## src/rtl/tff_counter_if.sv

```systemverilog
`default_nettype none
// ============================================================================
//  Module      : tff_counter_if
//  Description : Control and status bundle for tff_counter: enable, mode,
//                toggle mask and load value in; stage state, complement,
//                terminal count and wrap pulse out.
//  Revision    : 1.0  initial release
// ============================================================================
interface tff_counter_if #(
  parameter int WIDTH = 4
) ();
  logic             En;
  logic [1:0]       Mode;
  logic [WIDTH-1:0] T;
  logic [WIDTH-1:0] D;
  logic [WIDTH-1:0] Q;
  logic [WIDTH-1:0] QN;
  logic             TC;
  logic             Wrap;

  // Controller side: drives the request, observes the counter
  modport master (output En, Mode, T, D, input Q, QN, TC, Wrap);
  // Counter side
  modport slave  (input En, Mode, T, D, output Q, QN, TC, Wrap);
endinterface
`default_nettype wire

```

## src/rtl/tff_counter.sv

```systemverilog
`default_nettype none
// ============================================================================
//  Module      : tff_counter
//  Description : Bank of WIDTH toggle flip-flops. Mode 00 toggles stages
//                from a mask, 01/10 count up/down modulo MODULUS by deriving
//                per-stage toggle enables, 11 loads a clamped value.
//                Define TFF_COUNTER_SATURATE_EN to make counting saturate at
//                the terminal state instead of wrapping.
//  Revision    : 1.0  initial release
// ============================================================================
module tff_counter #(
  parameter int WIDTH   = 4,
  parameter int MODULUS = 2**WIDTH
) (
  input  wire             Clk,
  input  wire             Clr,
  tff_counter_if.slave    bus
);

  localparam logic [1:0]       c_MODE_MASK = 2'b00;
  localparam logic [1:0]       c_MODE_UP   = 2'b01;
  localparam logic [1:0]       c_MODE_DOWN = 2'b10;
  localparam logic [1:0]       c_MODE_LOAD = 2'b11;
  localparam logic [WIDTH-1:0] c_MAX       = WIDTH'(MODULUS - 1);
  localparam int               c_MAX_INT   = MODULUS - 1;

  logic [WIDTH-1:0] r_q;
  logic             r_wrap;

  logic [WIDTH-1:0] w_up_tog;
  logic [WIDTH-1:0] w_dn_tog;
  logic [WIDTH-1:0] w_tog;
  logic [WIDTH-1:0] w_load_val;
  logic [WIDTH-1:0] w_q_next;
  logic             w_oor;
  logic             w_at_max;
  logic             w_at_zero;
  logic             w_tc;

  // Out-of-range only happens after mask toggling; counting modes recover to 0
  assign w_oor      = (32'(r_q) > c_MAX_INT);
  assign w_at_max   = (r_q == c_MAX);
  assign w_at_zero  = (r_q == '0);
  assign w_load_val = (32'(bus.D) < MODULUS) ? bus.D : c_MAX;

  // Ripple toggle enables: a stage flips when every lower stage is 1 (up) or 0 (down)
  always_comb begin
    logic all_ones;
    logic all_zeros;
    w_up_tog  = '0;
    w_dn_tog  = '0;
    all_ones  = 1'b1;
    all_zeros = 1'b1;
    for (int i = 0; i < WIDTH; i++) begin
      w_up_tog[i] = all_ones;
      w_dn_tog[i] = all_zeros;
      all_ones    = all_ones & r_q[i];
      all_zeros   = all_zeros & ~r_q[i];
    end
  end

  // Per-mode toggle vector; every mode is expressed as Q ^ toggle
  always_comb begin
    w_tog = '0;
    case (bus.Mode)
      c_MODE_MASK: w_tog = bus.T;
      c_MODE_UP: begin
        if (w_oor) begin
          w_tog = r_q;
        end else if (w_at_max) begin
`ifdef TFF_COUNTER_SATURATE_EN
          w_tog = '0;
`else
          w_tog = r_q;
`endif
        end else begin
          w_tog = w_up_tog;
        end
      end
      c_MODE_DOWN: begin
        if (w_oor) begin
          w_tog = r_q;
        end else if (w_at_zero) begin
`ifdef TFF_COUNTER_SATURATE_EN
          w_tog = '0;
`else
          w_tog = c_MAX;
`endif
        end else begin
          w_tog = w_dn_tog;
        end
      end
      c_MODE_LOAD: w_tog = r_q ^ w_load_val;
      default:     w_tog = '0;
    endcase
  end

  assign w_q_next = r_q ^ w_tog;

  // Terminal count depends only on the current state and the mode in force
  assign w_tc = ((bus.Mode == c_MODE_UP)   && w_at_max) ||
                ((bus.Mode == c_MODE_DOWN) && w_at_zero);

  // Stage state and wrap pulse; clear wins over everything, disabled edges hold Q
  always_ff @(posedge Clk) begin
    if (Clr) begin
      r_q    <= '0;
      r_wrap <= 1'b0;
    end else if (bus.En) begin
      r_q    <= w_q_next;
      r_wrap <= w_tc;
    end else begin
      r_wrap <= 1'b0;
    end
  end

  assign bus.Q    = r_q;
  assign bus.QN   = ~r_q;
  assign bus.TC   = w_tc;
  assign bus.Wrap = r_wrap;

endmodule
`default_nettype wire

```

## src/flat_wrapper.sv

```systemverilog
// flat-port wrapper written by rule: the top's interface ports become plain ports
module tff_counter_flat 
#(
  parameter int WIDTH   = 4,
  parameter int MODULUS = 2**WIDTH
)
  (Clk, Clr, bus_En, bus_Mode, bus_T, bus_D, bus_Q, bus_QN, bus_TC, bus_Wrap);
  tff_counter_if #(.WIDTH(WIDTH)) bus_i ();
  input  wire Clk;
  input  wire Clr;
  input wire logic [$bits(bus_i.En)-1:0] bus_En;
  input wire logic [$bits(bus_i.Mode)-1:0] bus_Mode;
  input wire logic [$bits(bus_i.T)-1:0] bus_T;
  input wire logic [$bits(bus_i.D)-1:0] bus_D;
  output wire logic [$bits(bus_i.Q)-1:0] bus_Q;
  output wire logic [$bits(bus_i.QN)-1:0] bus_QN;
  output wire logic [$bits(bus_i.TC)-1:0] bus_TC;
  output wire logic [$bits(bus_i.Wrap)-1:0] bus_Wrap;
  assign bus_i.En = bus_En;
  assign bus_i.Mode = bus_Mode;
  assign bus_i.T = bus_T;
  assign bus_i.D = bus_D;
  assign bus_Q = bus_i.Q;
  assign bus_QN = bus_i.QN;
  assign bus_TC = bus_i.TC;
  assign bus_Wrap = bus_i.Wrap;
  tff_counter #(.WIDTH(WIDTH), .MODULUS(MODULUS)) u_core (.Clk(Clk), .Clr(Clr), .bus(bus_i));
endmodule
```

## config.mk

```make
export PLATFORM = sky130hd
export DESIGN_NAME = tff_counter_flat
export DESIGN_NICKNAME = d
export VERILOG_FILES = /design/src/rtl/tff_counter_if.sv /design/src/rtl/tff_counter.sv /design/src/flat_wrapper.sv
export SDC_FILE = /design/constraint.sdc
export NUM_CORES = 1
export LEC_CHECK = 0
export BUFFER_PORTS_ARGS = -buffer_cell sky130_fd_sc_hd__buf_4
export CORE_AREA = 2 2 39 41
export CTS_CLUSTER_DIAMETER = 40
export DETAILED_ROUTE_END_ITERATION = 10
export DIE_AREA = 0 0 41 43
export HOLD_SLACK_MARGIN = 0.03
export PLACE_DENSITY = 0.65
export SLEW_MARGIN = 30
export SYNTH_ARGS = -nofsm -noshare
export SYNTH_HDL_FRONTEND = slang
export SYNTH_SLANG_ARGS = --single-unit
```

## constraint.sdc

```tcl
create_clock -name Clk -period 1.36 [get_ports Clk]
set_input_delay 0.068 -clock Clk [delete_from_list [all_inputs] [get_ports Clk]]
set_output_delay 0.068 -clock Clk [all_outputs]
set_load 0.01 [all_outputs]
```

==> run summary, run 1 <==
maximum VDD drop - 0.337 mV
total iterations of the first detailed-routing run - 2
overall routing resource usage - 16.1%
fin nets - 97
vias in the first global route - 438
crit end category - output port
RSZ-0062 raised after global routing - yes
GP Congestion - 0.757
first-pass GRT wire length - 1890 um
critical path arrival - 1.24 ns
H-tree depth - 1
Mapped Cells - 55
leak pwr - 0.301 nW
syn nets - 68
initial drt markers - 3
endpoints failing setup - 0
Final Instance Area - 716 um^2
Clock Skew - 0.000759 ns
Clock Tree Root - clkbuf_4
Num CTS Buffers - 3
Die Wd - 41 um
slew margin rel. - 69.7%
HPWL after DPL - 864 um
area grow syn2layout - 58.9%
startpoint types - flip-flop
Core Box Area - 1380 um^2
Min-Delay Path Class - input pin to flip-flop
clk_lat worst skew - 0.24 ns
antenna-violating nets left - 0
number of vias per cell - 5.19
CTS max path bufs - 2
Final Util - 51.7%
most frequent cell after synthesis - inv_1
synthesized flop and latch total - 5
Routed Wire Length - 1150 um
mapped cell area - 450 um^2
setup TNS - 0 ns
post-layout min period - 1.31 ns
share of the synthesized area in the top cell type - 22.2%
final hold slack - 0.135 ns
max-slew violations - 0
Hold Fails Final Rpt - 0
syn_area_per_cell - 8.19 um^2
average wire per standard cell - 11.6 um
sequential cell area fraction in the yosys report - 22.2%
outcome - complete, no violations
CTS tree - done
Netlist cell types - 30
io pins - 23
Antenna Cells - 0
crit-path max FO - 4
CP Data Required Time - 1.29 ns
Most used DFF post-synth - dfxtp_1
port bufs - 22
Async SR Flop Fraction - 0%
# DRC - 0
CTS Sinks - 5
Die Area - 1760 um^2
Synth area leaders - dfxtp_1 (22%), a221oi_1 (5.8%), nor3_1 (5.6%)
Synth warnings - 0
fill count - 129
maximum clock frequency - 0.764 GHz
cell taking the most area after synthesis - dfxtp_1
global route overflow - 0
Max Cap Viol - 0
num rows - 14
Clock transition at path regs - 0.04 ns
Post-synth EDFFs - 0
largest net degree at the start of global routing - 14
Period Utilization, post-route - 96.3%
initial core utilization - 32.5%
initial antenna violation count - 0
WS Path Type - flip-flop to output port
Worst Tran Pin Value - 0.451 ns
Placed Instance Area - 627 um^2
chip height - 43 um
DR vias - 514
list of most frequent post-synthesis cells - inv_1 (6), dfxtp_1 (5), nor3_1 (5)
share of cells above drive strength 1 - 49.4%
pwr/cell area - 877 nW/um^2
## cell type report
cell class	instances	area, um^2	share of cell area, %
clock buffer	4	26.3	3.67
inverter	6	22.5	3.15
multi-input combinational	41	334	46.7
sequential	5	108	15.0
tap	16	20.0	2.80
timing repair buffer	27	205	28.7
## layout by cell type (no fill, tap or decap), types with 2 or more instances in the layout
master    netlist  layout
xor2_1          2       2
nand2b_1        3       3
nor2b_1         2       2
nor3_1          5       5
o21ai_0         3       2
dfxtp_2         0       3
buf_4           1      26
clkbuf_4        0       3
a221oi_1        3       3
o21ai_1         2       2
inv_1           6       6
nor2_1          3       3
## stage by stage
| step | setup slack (ns) | total power [W] | std cells |
|---|---|---|---|
| after floorplan | 0.0315 | 0.000325 | 55 |
| after global placement | 0.0162 | 0.000428 | 92 |
| after detailed placement | -0.0462 | 0.000429 | 92 |
| after CTS | 0.000979 | 0.000616 | 97 |
| after global routing | -0.00373 | 0.000670 | 99 |
| final | 0.0510 | 0.000628 | 99 |
## metal layers
layer / GRT usage, % / routed length, um / vias up
li1: - / - / 262
met1: 22.8 / 554 / 230
met2: 20.3 / 487 / 18
met3: 3.14 / 66 / 4
met4: 12.0 / 40 / 0
met5: 0 / 0 / -
## power breakdown
part | switching (W) | leakage [nW] | internal [W]
Sequential | 0.0000288 | 0.0428 | 0.000167
Clock | 0.0000651 | 0.0150 | 0.000111
Combinational | 0.000119 | 0.243 | 0.000136
Total | 0.000213 | 0.301 | 0.000414
## worst paths after layout
path                           startpoint                           end  slack (ns)  depth (start not counted)
max          u_core.bus.Q[1]$_SDFFE_PP0P_                        bus_TC        0.05                          4
min                           bus_Mode[1]  u_core.bus.Q[0]$_SDFFE_PP0P_        0.14                          2
max reg2reg  u_core.bus.Q[0]$_SDFFE_PP0P_  u_core.bus.Q[3]$_SDFFE_PP0P_        0.06                          5
min reg2reg  u_core.bus.Q[2]$_SDFFE_PP0P_  u_core.bus.Q[2]$_SDFFE_PP0P_        0.55                          2
## cell families after synthesis
group,after synthesis,share of synthesized area (%)
mux,1,2.22
buf+inv,9,10.3
flops,5,22.2
xor+xnor,2,3.89
simple gates,20,28.6
compound gates,18,32.8
## critical path, cell delays in order, from the launching register on
cell	delay [ns]
dfxtp_2	0.37
and3b_2	0.23
nand3_4	0.10
o21ai_2	0.16
buf_4	0.14
## flip-flops by register name, indices dropped and copies added (netlist names)
| register | cells |
|---|---|
| u_core.bus.Q | 4 |
| u_core.bus.Wrap | 1 |
## what timing repair did
action / CTS / global route
endpoints found under the setup margin: 2 / 3
pin swaps: 0 / 3
hold endpoints to repair: 1 / 0
hold buffers: 1 / 0
resized for setup: 5 / 6
setup buffers: 0 / 2
cloned: 0 / 0
Power figures use the tool's default switching activity.
==> run 2: changes to the inputs <==
--- a/config.mk
+++ b/config.mk
@@ -11,7 +11,7 @@
 export DETAILED_ROUTE_END_ITERATION = 10
 export DIE_AREA = 0 0 41 43
 export HOLD_SLACK_MARGIN = 0.03
-export PLACE_DENSITY = 0.65
+export PLACE_DENSITY = 0.62
 export SLEW_MARGIN = 30
 export SYNTH_ARGS = -nofsm -noshare
 export SYNTH_HDL_FRONTEND = slang
==> constraint.sdc (replaced) <==
create_clock -name Clk -period 1.7 [get_ports Clk]
set_input_delay 0.085 -clock Clk [delete_from_list [all_inputs] [get_ports Clk]]
set_output_delay 0.085 -clock Clk [all_outputs]
set_load 0.01 [all_outputs]
==> run summary, run 2 (synthesis results as in run 1) <==
initial core utilization - 32.5% (unchanged)
number of vias per cell - 5.30 (+2.0%)
DR vias - 498 (-3.1%)
Routed Wire Length - 1120 um (-2.4%)
startpoint types - flip-flop
CTS tree - done
initial antenna violation count - 0 (unchanged)
most frequent cells in the layout - buf_4 (22), inv_1 (6), nor3_1 (5)
Num CTS Buffers - 3 (unchanged)
crit-path max FO - 5 (+1)
largest net degree at the start of global routing - 14 (unchanged)
initial drt markers - 9 (+6)
Max Cap Viol - 0 (unchanged)
crit end category - output port
leak pwr - 0.273 nW (-9.3%)
CP top delay family - flip-flops
Clock Tree Root - clkbuf_4
CTS max path bufs - 2 (unchanged)
share of cells above drive strength 1 - 39.7% (-9.7 points)
Hold Fails Final Rpt - 0 (unchanged)
overall routing resource usage - 14.7% (-1.4 points)
Clock Skew - 0.00203 ns (+0.00127 ns)
commonest non-fill, non-tap cell in the layout - buf_4
final cell count without fillers - 94 (-5.1%)
Hold-fix buffers, CTS - 0 (-1)
total iterations of the first detailed-routing run - 4 (+2)
antenna-violating nets left - 0 (unchanged)
placed cell count - 90 (-2.2%)
io pins - 23 (unchanged)
vias in the first global route - 417 (-4.8%)
fill count - 136 (+5.4%)
Die Wd - 41 um (unchanged)
Min-Delay Path Class - input pin to flip-flop
Largest stage delay, worst path - 0.44 ns (+0.07 ns)
RSZ-0062 raised after global routing - no
CP Cell Sequence - and3b_1, nand3_1, o21ai_1, buf_4
max reg flops - 4 (unchanged)
Die Area - 1760 um^2 (unchanged)
final hold slack - 0.0561 ns (-0.0794 ns)
endpoints failing setup - 0 (unchanged)
Period Utilization, post-route - 85.7%
outcome - complete, no violations
average wire per standard cell - 11.9 um (+2.8%)
H-tree depth - 1 (unchanged)
Core Box Area - 1380 um^2 (unchanged)
CP Data Required Time - 1.62 ns (+0.33 ns)
Worst Tran Pin Value - 0.374 ns (-0.0771 ns)
CTS Sinks - 5 (unchanged)
Multi-input gate area - 304 um^2 (-9.0%)
max-slew violations - 0 (unchanged)
pwr/cell area - 739 nW/um^2 (-16%)
Crit-path slowest cell - dfxtp_1
# DRC - 0 (unchanged)
slew margin rel. - 74.8% (+5.1 points)
global route overflow - 0 (unchanged)
Clock transition at path regs - 0.05 ns (about the same)
area grow syn2layout - 41.9%
Antenna Cells - 0 (unchanged)
fin nets - 92 (-5.2%)
clk_lat worst skew - 0.24 ns (about the same)
HPWL after DPL - 849 um (-1.7%)
num rows - 14 (unchanged)
port bufs - 22 (unchanged)
chip height - 43 um (unchanged)
Worst Path Buf+Inv - 1 (unchanged)
first-pass GRT wire length - 1720 um (-9.1%)
maximum clock frequency - 0.686 GHz
setup TNS - 0 ns (unchanged)
GP Congestion - 0.761 (+0.48%)
maximum VDD drop - 0.339 mV (+0.49%)
critical path arrival - 1.37 ns (+0.13 ns)
FF/Latch Area - 101 um^2 (-5.8%)
post-layout min period - 1.46 ns
WS Path Type - flip-flop to output port
run 2: worst register-to-register path: stages, from the launching register on:
cell	delay, ns
dfxtp_2	0.37
nor4_4	0.33
a22oi_2	0.14
a2111oi_2	0.36
a311o_1	0.15
run 2: layer usage:
metal | track usage, % | vias to the layer above | share of wire (%)
met1 | 19.6 | 223 | 44
met4 | 6.00 | 0 | 0
met2 | 20.0 | 20 | 49
met3 | 6.28 | 0 | 7.8
met5 | 0 | - | 0
li1 | - | 255 | -
run 2: power by group:
part / leakage (nW) / internal [W] / switching (W)
clock network: 0.0150 / 0.0000888 / 0.0000489
logic: 0.217 / 0.0000952 / 0.0000835
registers: 0.0415 / 0.000132 / 0.0000246
run 2: final timing paths:
path,from,to,slack [ns],cells after the start
worst max-delay path,u_core.bus.Q[1]$_SDFFE_PP0P_,bus_TC,0.24,4
worst min-delay path,Clr,u_core.bus.Q[2]$_SDFFE_PP0P_,0.06,2
worst max register to register,u_core.bus.Q[0]$_SDFFE_PP0P_,u_core.bus.Q[3]$_SDFFE_PP0P_,0.29,4
worst min register to register,u_core.bus.Q[0]$_SDFFE_PP0P_,u_core.bus.Q[0]$_SDFFE_PP0P_,0.58,2
run 2: cell type report:
class | count | share of cell area [%]
Multi-Input combinational cell | 41 | 47.6
Timing Repair Buffer | 22 | 25.8
Sequential cell | 5 | 15.9
Clock buffer | 4 | 4.11
Inverter | 6 | 3.52
Tap cell | 16 | 3.13
run 2: what timing repair did:
item,in CTS,in global routing
setup endpoints to repair,0,1
setup buffers,0,0
resized for setup,0,1
run 2: metrics by stage:
| step | setup slack, ns | cell area [um^2] | utilization (%) | power [W] |
|---|---|---|---|---|
| CTS | 0.122 | 638 | 46.1 | 0.000476 |
| floorplan | 0.286 | 450 | - | 0.000260 |
| finish | 0.243 | 639 | 46.2 | 0.000472 |
| global route | 0.102 | 639 | 46.2 | 0.000508 |
| detailed placement | 0.258 | 612 | 44.2 | 0.000337 |
| global placement | 0.298 | 612 | 44.2 | 0.000338 |
==> run 3: changes to the inputs <==
--- a/config.mk
+++ b/config.mk
@@ -12,6 +12,7 @@
 export DIE_AREA = 0 0 41 43
 export HOLD_SLACK_MARGIN = 0.03
 export PLACE_DENSITY = 0.62
+export RECOVER_POWER = 100
 export SLEW_MARGIN = 30
 export SYNTH_ARGS = -nofsm -noshare
 export SYNTH_HDL_FRONTEND = slang
==> constraint.sdc (replaced) <==
create_clock -name Clk -period 1.4 [get_ports Clk]
set_input_delay 0.07 -clock Clk [delete_from_list [all_inputs] [get_ports Clk]]
set_output_delay 0.07 -clock Clk [all_outputs]
set_load 0.01 [all_outputs]
==> run summary, run 3 (synthesis results as in run 1) <==
outcome - complete, no violations
slew margin rel. - 77.6% (+2.9 points)
fill count - 149 (+9.6%)
Logic pwr share - 36.9% (-0.9 points)
crit end category - flip-flop
post-layout min period - 1.32 ns
CTS max path bufs - 2 (unchanged)
share of cells above drive strength 1 - 37.5% (-2.2 points)
sequential share of power - 33.2% (+0.2 points)
DR vias - 504 (+1.2%)
Die Area - 1760 um^2 (unchanged)
Routed Wire Length - 1170 um (+4.5%)
initial drt markers - 17 (+8)
Int Pwr - 0.000372 W (+18%)
leak pwr - 0.263 nW (-3.6%)
most frequent cells in the layout - buf_4 (17), clkbuf_1 (7), inv_1 (6)
chip height - 43 um (unchanged)
commonest non-fill, non-tap cell in the layout - buf_4
average wire per standard cell - 12.2 um (+2.4%)
Psw - 0.000198 W (+26%)
num rows - 14 (unchanged)
startpoint types - flip-flop
placed cell count - 91 (+1.1%)
CTS tree - done
setup TNS - 0 ns (unchanged)
vias in the first global route - 452 (+8.4%)
Num CTS Buffers - 3 (unchanged)
pwr/cell area - 879 nW/um^2 (+19%)
Worst Tran Pin Value - 0.332 ns (-0.0423 ns)
max reg flops - 4 (unchanged)
Period Utilization, post-route - 94.1%
maximum VDD drop - 0.512 mV (+51%)
H-tree depth - 1 (unchanged)
initial antenna violation count - 0 (unchanged)
antenna-violating nets left - 0 (unchanged)
Net Sw Frac - 34.7% (+1.5 points)
max-slew violations - 0 (unchanged)
Core Box Area - 1380 um^2 (unchanged)
CTS Sinks - 5 (unchanged)
Max Cap Viol - 0 (unchanged)
critical path arrival - 1.46 ns (+0.09 ns)
share of total power in the clock network - 29.9% (+0.8 points)
pre-CTS worst setup slack - 0.0280 ns (-0.230 ns)
Die Wd - 41 um (unchanged)
maximum clock frequency - 0.759 GHz
Antenna Cells - 0 (unchanged)
Worst Slack Setup Final - 0.0825 ns (-0.160 ns)
RSZ-0062 raised after global routing - no
total iterations of the first detailed-routing run - 4 (unchanged)
clk_lat worst skew - 0.25 ns (about the same)
fin nets - 94 (+2.2%)
final cell count without fillers - 96 (+2.1%)
Hold Fails Final Rpt - 0 (unchanged)
area grow syn2layout - 43.9%
endpoints failing setup - 0 (unchanged)
HPWL after DPL - 877 um (+3.3%)
GP Congestion - 0.725 (-4.7%)
WS Path Type - flip-flop to flip-flop
crit-path max FO - 7 (+2)
Clock transition at path regs - 0.05 ns (about the same)
postcts setup bufs - 0 (unchanged)
overall routing resource usage - 15.8% (+1.1 points)
largest net degree at the start of global routing - 14 (unchanged)
io pins - 23 (unchanged)
CP Data Required Time - 1.54 ns (-0.08 ns)
initial core utilization - 32.5% (unchanged)
Clock Skew - 0.00600 ns (+0.00397 ns)
global route overflow - 0 (unchanged)
Min-Delay Path Class - input pin to flip-flop
first-pass GRT wire length - 1870 um (+8.8%)
# DRC - 0 (unchanged)
Clock Tree Root - clkbuf_4
number of vias per cell - 5.25 (-0.90%)
port bufs - 22 (unchanged)
-- run 3: changes by cell type in the layout (fill, tap and decap cells not counted), sizes merged --
| cell | before | now |
|---|---|---|
| dlygate4sd3 | 0 | 1 |
| clkbuf | 4 | 10 |
| buf | 22 | 17 |
-- run 3: layer usage --
layer | up-vias | GRT usage [%] | share of wire, %
met5 | - | 0 | 0
li1 | 256 | - | -
met3 | 0 | 9.95 | 9.4
met1 | 230 | 20.0 | 45
met4 | 0 | 2.00 | 0
met2 | 18 | 22.8 | 46
-- run 3: what timing repair did --
action	CTS	global route
setup endpoints to repair	1	3
pin swaps	1	3
hold endpoints to repair	1	0
gates resized for setup	3	3
hold buffers	1	0
-- run 3: worst paths after layout --
check | from | end | slack [ns] | cells past startpoint
max reg2reg | u_core.bus.Q[0]$_SDFFE_PP0P_ | u_core.bus.Q[1]$_SDFFE_PP0P_ | 0.08 | 4
min reg2reg | u_core.bus.Q[2]$_SDFFE_PP0P_ | u_core.bus.Q[2]$_SDFFE_PP0P_ | 0.54 | 2
min | bus_Mode[1] | u_core.bus.Q[0]$_SDFFE_PP0P_ | 0.13 | 2
max | u_core.bus.Q[0]$_SDFFE_PP0P_ | u_core.bus.Q[1]$_SDFFE_PP0P_ | 0.08 | 4
-- run 3: power by group through the flow --
stage	Combinational, W	Clock, W	Sequential [W]
2_1_floorplan	0.000125	0	0.000190
4_1_cts	0.000228	0.000180	0.000187
3_3_place_gp	0.000224	0	0.000188
5_1_grt	0.000234	0.000194	0.000191
3_5_place_dp	0.000224	0	0.000189
6_report	0.000210	0.000171	0.000189
-- run 3: metrics by stage --
| stage | hold WS (ns) | power (W) | utilization [%] | cell area, um^2 |
|---|---|---|---|---|
| finish | 0.127 | 0.000570 | 46.8 | 648 |
| CTS | 0.119 | 0.000595 | 47.7 | 661 |
| detailed placement | 0.293 | 0.000413 | 44.8 | 619 |
| global route | 0.126 | 0.000619 | 46.8 | 648 |
| floorplan | 0.139 | 0.000315 | - | 450 |
| global placement | 0.297 | 0.000412 | 44.8 | 619 |
-- run 3: critical path, cell delays in order, from the launching register on --
cell	delay (ns)
dfxtp_4	0.37
nor2b_2	0.17
a221oi_2	0.28
o21ai_0	0.12
a221oi_1	0.28
-- run 3: layout make-up --
cell class / instances / area (um^2) / share of cell area [%]
tap: 16 / 20.0 / 3.09
inverter: 6 / 22.5 / 3.47
clock buffer: 4 / 26.3 / 4.05
sequential: 5 / 106 / 16.4
timing repair buffer: 24 / 160 / 24.7
multi-input combinational: 41 / 313 / 48.3
